===== config.mk =====
export PLATFORM = sky130hd
export DESIGN_NAME = parking_ledger
export DESIGN_NICKNAME = d
export VERILOG_FILES = /design/src/rtl/parking_pkg.sv /design/src/rtl/parking_fee_calc.sv /design/src/rtl/parking_ledger.sv
export SDC_FILE = /design/constraint.sdc
export NUM_CORES = 1
export LEC_CHECK = 0
export CORE_MARGIN = 2
export CORE_UTILIZATION = 57
export DETAILED_ROUTE_END_ITERATION = 6
export PLACE_DENSITY = 0.85
export SLEW_MARGIN = 20
export SYNTH_ARGS = -nofsm -noshare
export SYNTH_HDL_FRONTEND = slang
export SYNTH_SLANG_ARGS = --single-unit

===== constraint.sdc =====
create_clock -name clk -period 11.02 [get_ports clk]
set_clock_uncertainty 0.2 [all_clocks]
set_input_delay 2.204 -clock clk [delete_from_list [all_inputs] [get_ports clk]]
set_output_delay 2.204 -clock clk [all_outputs]
set_load 0.03 [all_outputs]

===== src/rtl/parking_pkg.sv =====
// Shared types, default billing constants and the bay-number range check
// for the parking ledger.
package parking_pkg;

  typedef enum logic {
    IDLE,
    CALC
  } state_t;

  localparam int unsigned DEF_MIN_PER_HOUR = 60;
  localparam int unsigned DEF_RATE         = 10;
  localparam int unsigned DEF_GRACE_MIN    = 15;

  // Bays are numbered 1..n; 0 and anything above n are invalid.
  function automatic logic slot_ok(input int unsigned sel, input int unsigned n);
    return (sel != 0) && (sel <= n);
  endfunction

endpackage


===== src/rtl/parking_fee_calc.sv =====
// Fee engine: counts started hours by repeated subtraction, then multiplies
// by the rate. i_zero posts a zero fee directly, bypassing the hour count.
module parking_fee_calc
  import parking_pkg::*;
#(
  parameter int unsigned TIME_W       = 11,
  parameter int unsigned FEE_W        = 11,
  parameter int unsigned MIN_PER_HOUR = DEF_MIN_PER_HOUR,
  parameter int unsigned RATE         = DEF_RATE
) (
  input  logic              clk,
  input  logic              reset,
  input  logic              i_start,
  input  logic              i_zero,
  input  logic [TIME_W-1:0] i_rem,
  output logic              o_finish,
  output logic [FEE_W-1:0]  o_fee,
  output logic              o_fee_valid
);

  localparam int unsigned PROD_W = FEE_W + TIME_W;

  logic              r_active;
  logic [TIME_W-1:0] r_rem;
  logic [TIME_W-1:0] r_hours;
  logic [PROD_W-1:0] w_prod;

  assign o_finish = r_active && (r_rem == '0);
  assign w_prod   = PROD_W'(r_hours) * PROD_W'(RATE);

  always_ff @(posedge clk) begin
    if (reset) begin
      r_active    <= 1'b0;
      r_rem       <= '0;
      r_hours     <= '0;
      o_fee       <= '0;
      o_fee_valid <= 1'b0;
    end else begin
      o_fee_valid <= 1'b0;
      if (i_start) begin
        r_active <= 1'b1;
        r_rem    <= i_rem;
        r_hours  <= '0;
      end else if (r_active) begin
        if (r_rem != '0) begin
          // A partial final hour is billed as a whole one.
          r_hours <= r_hours + 1'b1;
          r_rem   <= (r_rem > TIME_W'(MIN_PER_HOUR)) ? r_rem - TIME_W'(MIN_PER_HOUR) : '0;
        end else begin
          o_fee       <= w_prod[FEE_W-1:0];
          o_fee_valid <= 1'b1;
          r_active    <= 1'b0;
        end
      end
      if (i_zero) begin
        o_fee       <= '0;
        o_fee_valid <= 1'b1;
      end
    end
  end

endmodule


===== src/rtl/parking_ledger.sv =====
// Parking bay ledger: edge-detected check-in/check-out, per-bay time storage,
// fee via parking_fee_calc. Optional macro PARKING_LEDGER_GRACE_EN adds a free period.
module parking_ledger
  import parking_pkg::*;
#(
  parameter int unsigned NUM_SLOTS    = 6,
  parameter int unsigned SEL_W        = 4,
  parameter int unsigned TIME_W       = 11,
  parameter int unsigned FEE_W        = 11,
  parameter int unsigned MIN_PER_HOUR = DEF_MIN_PER_HOUR,
  parameter int unsigned RATE         = DEF_RATE,
  parameter int unsigned GRACE_MIN    = DEF_GRACE_MIN
) (
  input  logic                          clk,
  input  logic                          reset,
  input  logic                          press,
  input  logic                          free,
  input  logic [SEL_W-1:0]              selector,
  input  logic [TIME_W-1:0]             timer,
  output logic [NUM_SLOTS-1:0]          occupied,
  output logic [NUM_SLOTS*TIME_W-1:0]   checkin_times,
  output logic [FEE_W-1:0]              fee,
  output logic                          fee_valid,
  output logic                          ack,
  output logic                          err,
  output logic                          busy
);

  state_t r_state, w_state_nxt;

  logic                 r_press_d;
  logic [NUM_SLOTS-1:0] r_occ;
  logic [TIME_W-1:0]    r_times [NUM_SLOTS];
  logic                 r_ack, r_err, r_start, r_zero;
  logic [TIME_W-1:0]    r_rem;

  logic                 w_cmd, w_sel_ok, w_occ_hit, w_grace, w_finish;
  logic [NUM_SLOTS-1:0] w_hit;
  logic [TIME_W-1:0]    w_stored, w_rem;
  logic                 w_do_in, w_do_out, w_ack_nxt, w_err_nxt, w_start, w_zero;

  assign w_cmd    = press && !r_press_d;
  assign w_sel_ok = slot_ok(32'(selector), NUM_SLOTS);
  assign w_rem    = timer - w_stored;

  always_comb begin
    w_hit     = '0;
    w_stored  = '0;
    w_occ_hit = 1'b0;
    for (int unsigned i = 0; i < NUM_SLOTS; i++) begin
      if (selector == SEL_W'(i + 1)) begin
        w_hit[i]  = 1'b1;
        w_stored  = r_times[i];
        w_occ_hit = r_occ[i];
      end
    end
  end

  always_comb begin
`ifdef PARKING_LEDGER_GRACE_EN
    w_grace = (w_rem <= TIME_W'(GRACE_MIN));
`else
    w_grace = 1'b0;
`endif
  end

  always_ff @(posedge clk) begin
    if (reset) r_state <= IDLE;
    else       r_state <= w_state_nxt;
  end

  always_comb begin
    w_state_nxt = r_state;
    w_do_in     = 1'b0;
    w_do_out    = 1'b0;
    w_ack_nxt   = 1'b0;
    w_err_nxt   = 1'b0;
    w_start     = 1'b0;
    w_zero      = 1'b0;
    case (r_state)
      IDLE: begin
        if (w_cmd) begin
          if (!w_sel_ok || (free == w_occ_hit)) begin
            w_err_nxt = 1'b1;
          end else if (free) begin
            w_do_in   = 1'b1;
            w_ack_nxt = 1'b1;
          end else begin
            w_do_out  = 1'b1;
            w_ack_nxt = 1'b1;
            if (w_grace) begin
              w_zero = 1'b1;
            end else begin
              w_start     = 1'b1;
              w_state_nxt = CALC;
            end
          end
        end
      end
      CALC: if (w_finish) w_state_nxt = IDLE;
      default: w_state_nxt = IDLE;
    endcase
  end

  always_ff @(posedge clk) begin
    if (reset) begin
      r_press_d <= 1'b0;
      r_occ     <= '0;
      r_ack     <= 1'b0;
      r_err     <= 1'b0;
      r_start   <= 1'b0;
      r_zero    <= 1'b0;
      r_rem     <= '0;
      for (int unsigned i = 0; i < NUM_SLOTS; i++) r_times[i] <= '0;
    end else begin
      r_press_d <= press;
      r_ack     <= w_ack_nxt;
      r_err     <= w_err_nxt;
      r_start   <= w_start;
      r_zero    <= w_zero;
      r_rem     <= w_rem;
      for (int unsigned i = 0; i < NUM_SLOTS; i++) begin
        if (w_hit[i] && w_do_in) begin
          r_occ[i]   <= 1'b1;
          r_times[i] <= timer;
        end else if (w_hit[i] && w_do_out) begin
          r_occ[i]   <= 1'b0;
          r_times[i] <= '0;
        end
      end
    end
  end

  parking_fee_calc #(
    .TIME_W       (TIME_W),
    .FEE_W        (FEE_W),
    .MIN_PER_HOUR (MIN_PER_HOUR),
    .RATE         (RATE)
  ) u_fee_calc (
    .clk         (clk),
    .reset       (reset),
    .i_start     (r_start),
    .i_zero      (r_zero),
    .i_rem       (r_rem),
    .o_finish    (w_finish),
    .o_fee       (fee),
    .o_fee_valid (fee_valid)
  );

  always_comb begin
    checkin_times = '0;
    for (int unsigned i = 0; i < NUM_SLOTS; i++) checkin_times[i*TIME_W +: TIME_W] = r_times[i];
  end

  assign occupied = r_occ;
  assign ack      = r_ack;
  assign err      = r_err;
  assign busy     = (r_state == CALC);

endmodule


# [After elaboration in Yosys (flattened, before gate mapping)]
# Memories as Yosys holds them, arrays and structs flattened.
# Index checks and enable logic that the tools add are counted.
[classes] muxes=106 n_bitwise=17 n_addsub=3 n_reduce_logical=35 magnitude_cmp=2 mul=1 eq_ne=7
[op_table] cell="$mux 11" count=22
[op_table] cell="$mux 1" count=83
[op_table] cell="$reduce_bool 2->1" count=8
[op_table] cell="$logic_and 1x1->1" count=15
[op_table] cell="$eq 4x3->1 const B" count=3
[op_table] cell="$or 1x1->1" count=12
[op_table] cell="$add 11x1->11 const B" count=1
[op_table] cell="$gt 11x6->1 const B" count=1
[op_table] cell="$logic_not 11->1" count=1
[op_table] cell="$mul 11x3->10 const B" count=1
[op_table] cell="$reduce_bool 11->1" count=1
[op_table] cell="$sub 11x11->11" count=1
[op_table] cell="$sub 11x6->11 const B" count=1
[op_table] cell="$eq 4x2->1 const B" count=2
[op_table] cell="$reduce_or 3->1" count=2
[op_table] cell="$not 1->1" count=5
[op_table] cell="$eq 4x1->1 const B" count=1
[op_table] cell="$le 4x3->1 const B" count=1
[op_table] cell="$reduce_and 2->1" count=2
[op_table] cell="$reduce_bool 4->1" count=1
[op_table] cell="$reduce_and 3->1" count=1
[op_table] cell="$logic_not 1->1" count=2
[op_table] cell="$pmux 1 s2" count=1
[op_table] cell="$reduce_or 2->1" count=1
[op_table] cell="2 further kinds" count=2
[word_totals] ram_bits=66 output_inout_bits=87 reg_bits=56 in_bits=19 memories=1 elab_cells=189
[memory_table] name="r_times" words=6 width=11 read_ports=6 rd_ports_with_merged_regs=0 wr=6 line="parking_ledger.sv:33" text="logic [TIME_W-1:0] r_times [NUM_SLOTS];"

# [Longest topological paths before layout]
[logic_depth] depth_word=18 depth_mapped=15 mapped_depth_nobuf=13

# [Hierarchy]
# Synthesis repeated with hierarchy kept, for this count alone.
[hier_totals] hier_cells=598 area_unflattened_um2=6060.8
[by_module_without_submodules] module="parking_ledger" cells_per_inst=374 instances=1 seq_area_each_um2=2422.3 area_each_um2=4136.5
[by_module_without_submodules] module="parking_fee_calc" cells_per_inst=224 instances=1 seq_area_each_um2=660.6 area_each_um2=1924.3

# [Least setup slack after synthesis]
# No wires, ideal clock.
[synth_timing] path_kind="input port to flip-flop" startpoint="input port selector[0]" endpoint="register r_rem[9]" required_ps=10692 arrival_ps=4689 path_buffers=2 setup_ps=128 cell_stages=15 path_slack_ps=6003 cell_sequence="buf_6 > buf_4 > nor2b_1 > a22oi_1 > nor3_1 > a221oi_1 > a21oi_1 > a21oi_1 > ha_1 > nor2b_1 > o31a_1 > o31a_1 > o41ai_1 > xor2_1 > nor2_1"
[synth_between] elab_chain_len=8 elab_cells_between_ends=13 classes_between="add/sub (1); eq/ne (6); mux (6)"
[synth_rtl] element="start: declaration" line="parking_ledger.sv:18" text="input logic [SEL_W-1:0] selector,"
[synth_rtl] element="$eq 4x1->1" line="parking_ledger.sv:51" text="if (selector == SEL_W'(i + 1)) begin"
[synth_rtl] element="$mux 11 (5 in series)" line="parking_ledger.sv:51"
[synth_rtl] element="$mux 11 *" line="parking_ledger.sv:51"
[synth_rtl] element="$sub 11x11->11 *" line="parking_ledger.sv:44" text="assign w_rem = timer - w_stored;"
[synth_rtl] element="end signal: assignment" line="parking_ledger.sv:121" text="r_rem <= w_rem;"
[synth_rtl] element="end: declaration" line="parking_ledger.sv:35" text="logic [TIME_W-1:0] r_rem;"
# Every way passes the cells marked *; elsewhere a longest branch is shown, timed or not.
# A chain may end at the register's enable or synchronous reset.

# [Final worst setup path]
# Ends and elaborated chain as after synthesis.

==> results.sh <==
export IMPL_status="finished clean"
export IMPL_routedWlPerCell_microns=20.58
export IMPL_worst_slew_pin_slew_ns=1.091
export IMPL_synthSimpleGateAreaFrac=0.1988
export IMPL_cts_root_buf="clkbuf_8"
export IMPL_synth_edf_count=66
export IMPL_syn_inst=567
export IMPL_dr_pass1_iters=7
export IMPL_p_per_area_nw_per_um2=153.6
export IMPL_final_period_utilization=0.5540
export IMPL_synthArstFlopShare=0
export IMPL_setup_viol=0
export IMPL_cts_hold_buffers=0
export IMPL_ys_types=63
export IMPL_antenna_left=0
export IMPL_mostFrequentLayoutCell="clkdlybuf4s50_1"
export IMPL_grt_usage=0.3054
export IMPL_wl_mm=16.80
export IMPL_via_count=5022
export IMPL_cts_buffer_depth=2
export IMPL_rsz0062_at_grt="false"
export IMPL_drt_initial_drc_count=533
export IMPL_dpl_cell_count=784
export IMPL_fin_tns_setup_ns=0
export IMPL_core_sq_um=10320
export IMPL_syn_avg_cell_area_sq_um=10.73
export IMPL_netlist_area_sq_um=6086
export IMPL_antenna_found_initial=0
export IMPL_ys_flop_type="edfxtp_1"
export IMPL_gp_congestion=0.9710
export IMPL_synth_fp_nets=614
export IMPL_antenna_cells=0
export IMPL_clk_latency_ns=0.53
export IMPL_synth_compound_area_share=0.1474
export IMPL_hold_viol_final=0
export IMPL_cts_tree="done"
export IMPL_numCtsBuffers=17
export IMPL_ys_ff_latch=121
export IMPL_timing_hold_ws_ns=0.2566
export IMPL_yosys_warnings=0
export IMPL_drv_max_cap_violation_count=0
export IMPL_post_cts_resize_count=0
export IMPL_relSlewSlack=0.2701
export IMPL_layout_drive_gt1_share=0.08971
export IMPL_synth_top_family_by_area="simple AND/OR/NAND/NOR gates"
export IMPL_end_kind="register"
export IMPL_portBuffers=104
export IMPL_start_util=0.5895
export IMPL_hpwl_mm=11.45
export IMPL_arrival_ns=6.30
export IMPL_critPathMaxFanout=25
export IMPL_muxShareOfSynthArea=0.02015
export IMPL_area_delta_synth_final_pct=27.86
export IMPL_vias_per_cell=6.154
export IMPL_yosys_area_top_type_share=0.3257
export IMPL_die_h_microns=107.3
export IMPL_seq_area_frac_synth=0.5066
export IMPL_crit_type="in -> reg"
export IMPL_ys_top_cells_by_area="edfxtp_1, dfxtp_1, and2_1"
export IMPL_hp_class="reg -> reg"
export IMPL_grt_pass1_vias=4958
export IMPL_grt_pass1_wl_mm=26.16
export IMPL_h_tree_depth=4
export IMPL_fin_crit_ns=6.105
export IMPL_slew_violations=0
export IMPL_drc=0
export IMPL_path_clk_slew_ns=0.06
export IMPL_cts_sinks=121
export IMPL_fin_nets=714
export IMPL_synth_fa_ha_area_frac=0.06003
export IMPL_yosysTopAreaCell="edfxtp_1"
export IMPL_crit_required_ns=11.22
export IMPL_placementRows=37
export IMPL_grt_max_degree=44
export IMPL_p_leak_nw=2.949
export IMPL_vdd_ir_drop_max_mv=0.1970
export IMPL_ios=106
export IMPL_die_area_sq_um=11520
export IMPL_post_cts_buffers=0
export IMPL_final_cell_mix="clkdlybuf4s50_1, edfxtp_1, and2_1, dfxtp_1, nor2_1"
export IMPL_die_width_microns=107.3
export IMPL_grt_overflow=0
export IMPL_instances_no_fill=816
export IMPL_synth_xor_area_frac=0.03310
export IMPL_fmax_mhz=163.8
export IMPL_cp_start_kind="input port"
==> flip-flops by register name, indices dropped and copies added (netlist names) <==
register / flops
r_times: 66
r_rem: 11
u_fee_calc.r_rem: 11
u_fee_calc.o_fee: 10
u_fee_calc.r_hours: 10
occupied: 6
ack: 1
busy: 1
err: 1
r_press_d: 1
r_start: 1
u_fee_calc.o_fee_valid: 1
u_fee_calc.r_active: 1
==> power by group <==
group	total, mW	switching (mW)	internal (mW)	leakage, nW
clock	0.567	0.217	0.350	0.299
combinational	0.125	0.0768	0.0486	1.53
sequential	0.503	0.0115	0.491	1.12
total	1.20	0.306	0.890	2.95
==> worst max-delay path: stages <==
cell and delay [ns]:
clkdlybuf4s50_1 1.19, nor2b_1 0.57, nand2_1 0.35, nor2_1 0.17, a21oi_1 0.07, a21oi_1 0.14
ha_1 0.24, nor2b_1 0.14, o31a_1 0.28, o31a_1 0.30, o41ai_1 0.41, xor2_1 0.17
nor2_1 0.05
==> final timing paths <==
check | start | to | slack (ns) | cells past startpoint
max | selector[0] | r_rem[9] | 4.92 | 13
min | u_fee_calc.o_fee[10] | u_fee_calc.o_fee[10] | 0.26 | 2
max reg2reg | r_times[2][2] | r_rem[9] | 7.67 | 12
min reg2reg | u_fee_calc.o_fee[10] | u_fee_calc.o_fee[10] | 0.26 | 2
==> layout make-up <==
class | instances | area, sq um
Clock buffer | 17 | 414.1
Clock inverter | 15 | 190.2
Fill cell | 661 | 2542
Inverter | 16 | 60.06
Multi-Input combinational cell | 404 | 2800
Sequential cell | 121 | 3083
Tap cell | 136 | 170.2
Timing Repair Buffer | 107 | 1064
==> synthesized netlist by cell type, drive strengths merged, types with 12 or more instances <==
cell type,instances
ha,26
edfxtp,66
buf,14
a21oi,29
o21ai,14
inv,16
nand2,37
clkbuf,12
nor3,27
nor2,50
and2,61
xor2,12
dfxtp,55
==> cells by family after synthesis <==
family | count (synthesis)
buffers and inverters | 42
DFF | 121
muxes | 11
AOI/OAI and AO/OA | 124
xor gates and xnor gates | 23
other | 1
and+or+nand+nor | 217
adders and majority gates | 28
==> routing by layer <==
layer | up-vias | routed length [microns] | GRT usage
met2 | 317 | 7806 | 0.4765
met1 | 2359 | 6511 | 0.3842
met3 | 62 | 1792 | 0.09564
met5 | - | 0 | 0
li1 | 2284 | - | -
met4 | 0 | 687 | 0.1538
==> stage by stage <==
step	power (mW)	setup WS, ns	instance area (sq um)	util
after global placement	0.6307	4.771	7177	0.6952
after global routing	1.229	4.767	7781	0.7537
after detailed placement	0.6334	4.577	7177	0.6952
after CTS	1.199	5.085	7781	0.7537
after floorplan	0.5852	6.003	6086	-
final	1.195	4.915	7781	0.7537
Note: power is estimated with default switching activity, not from simulation.
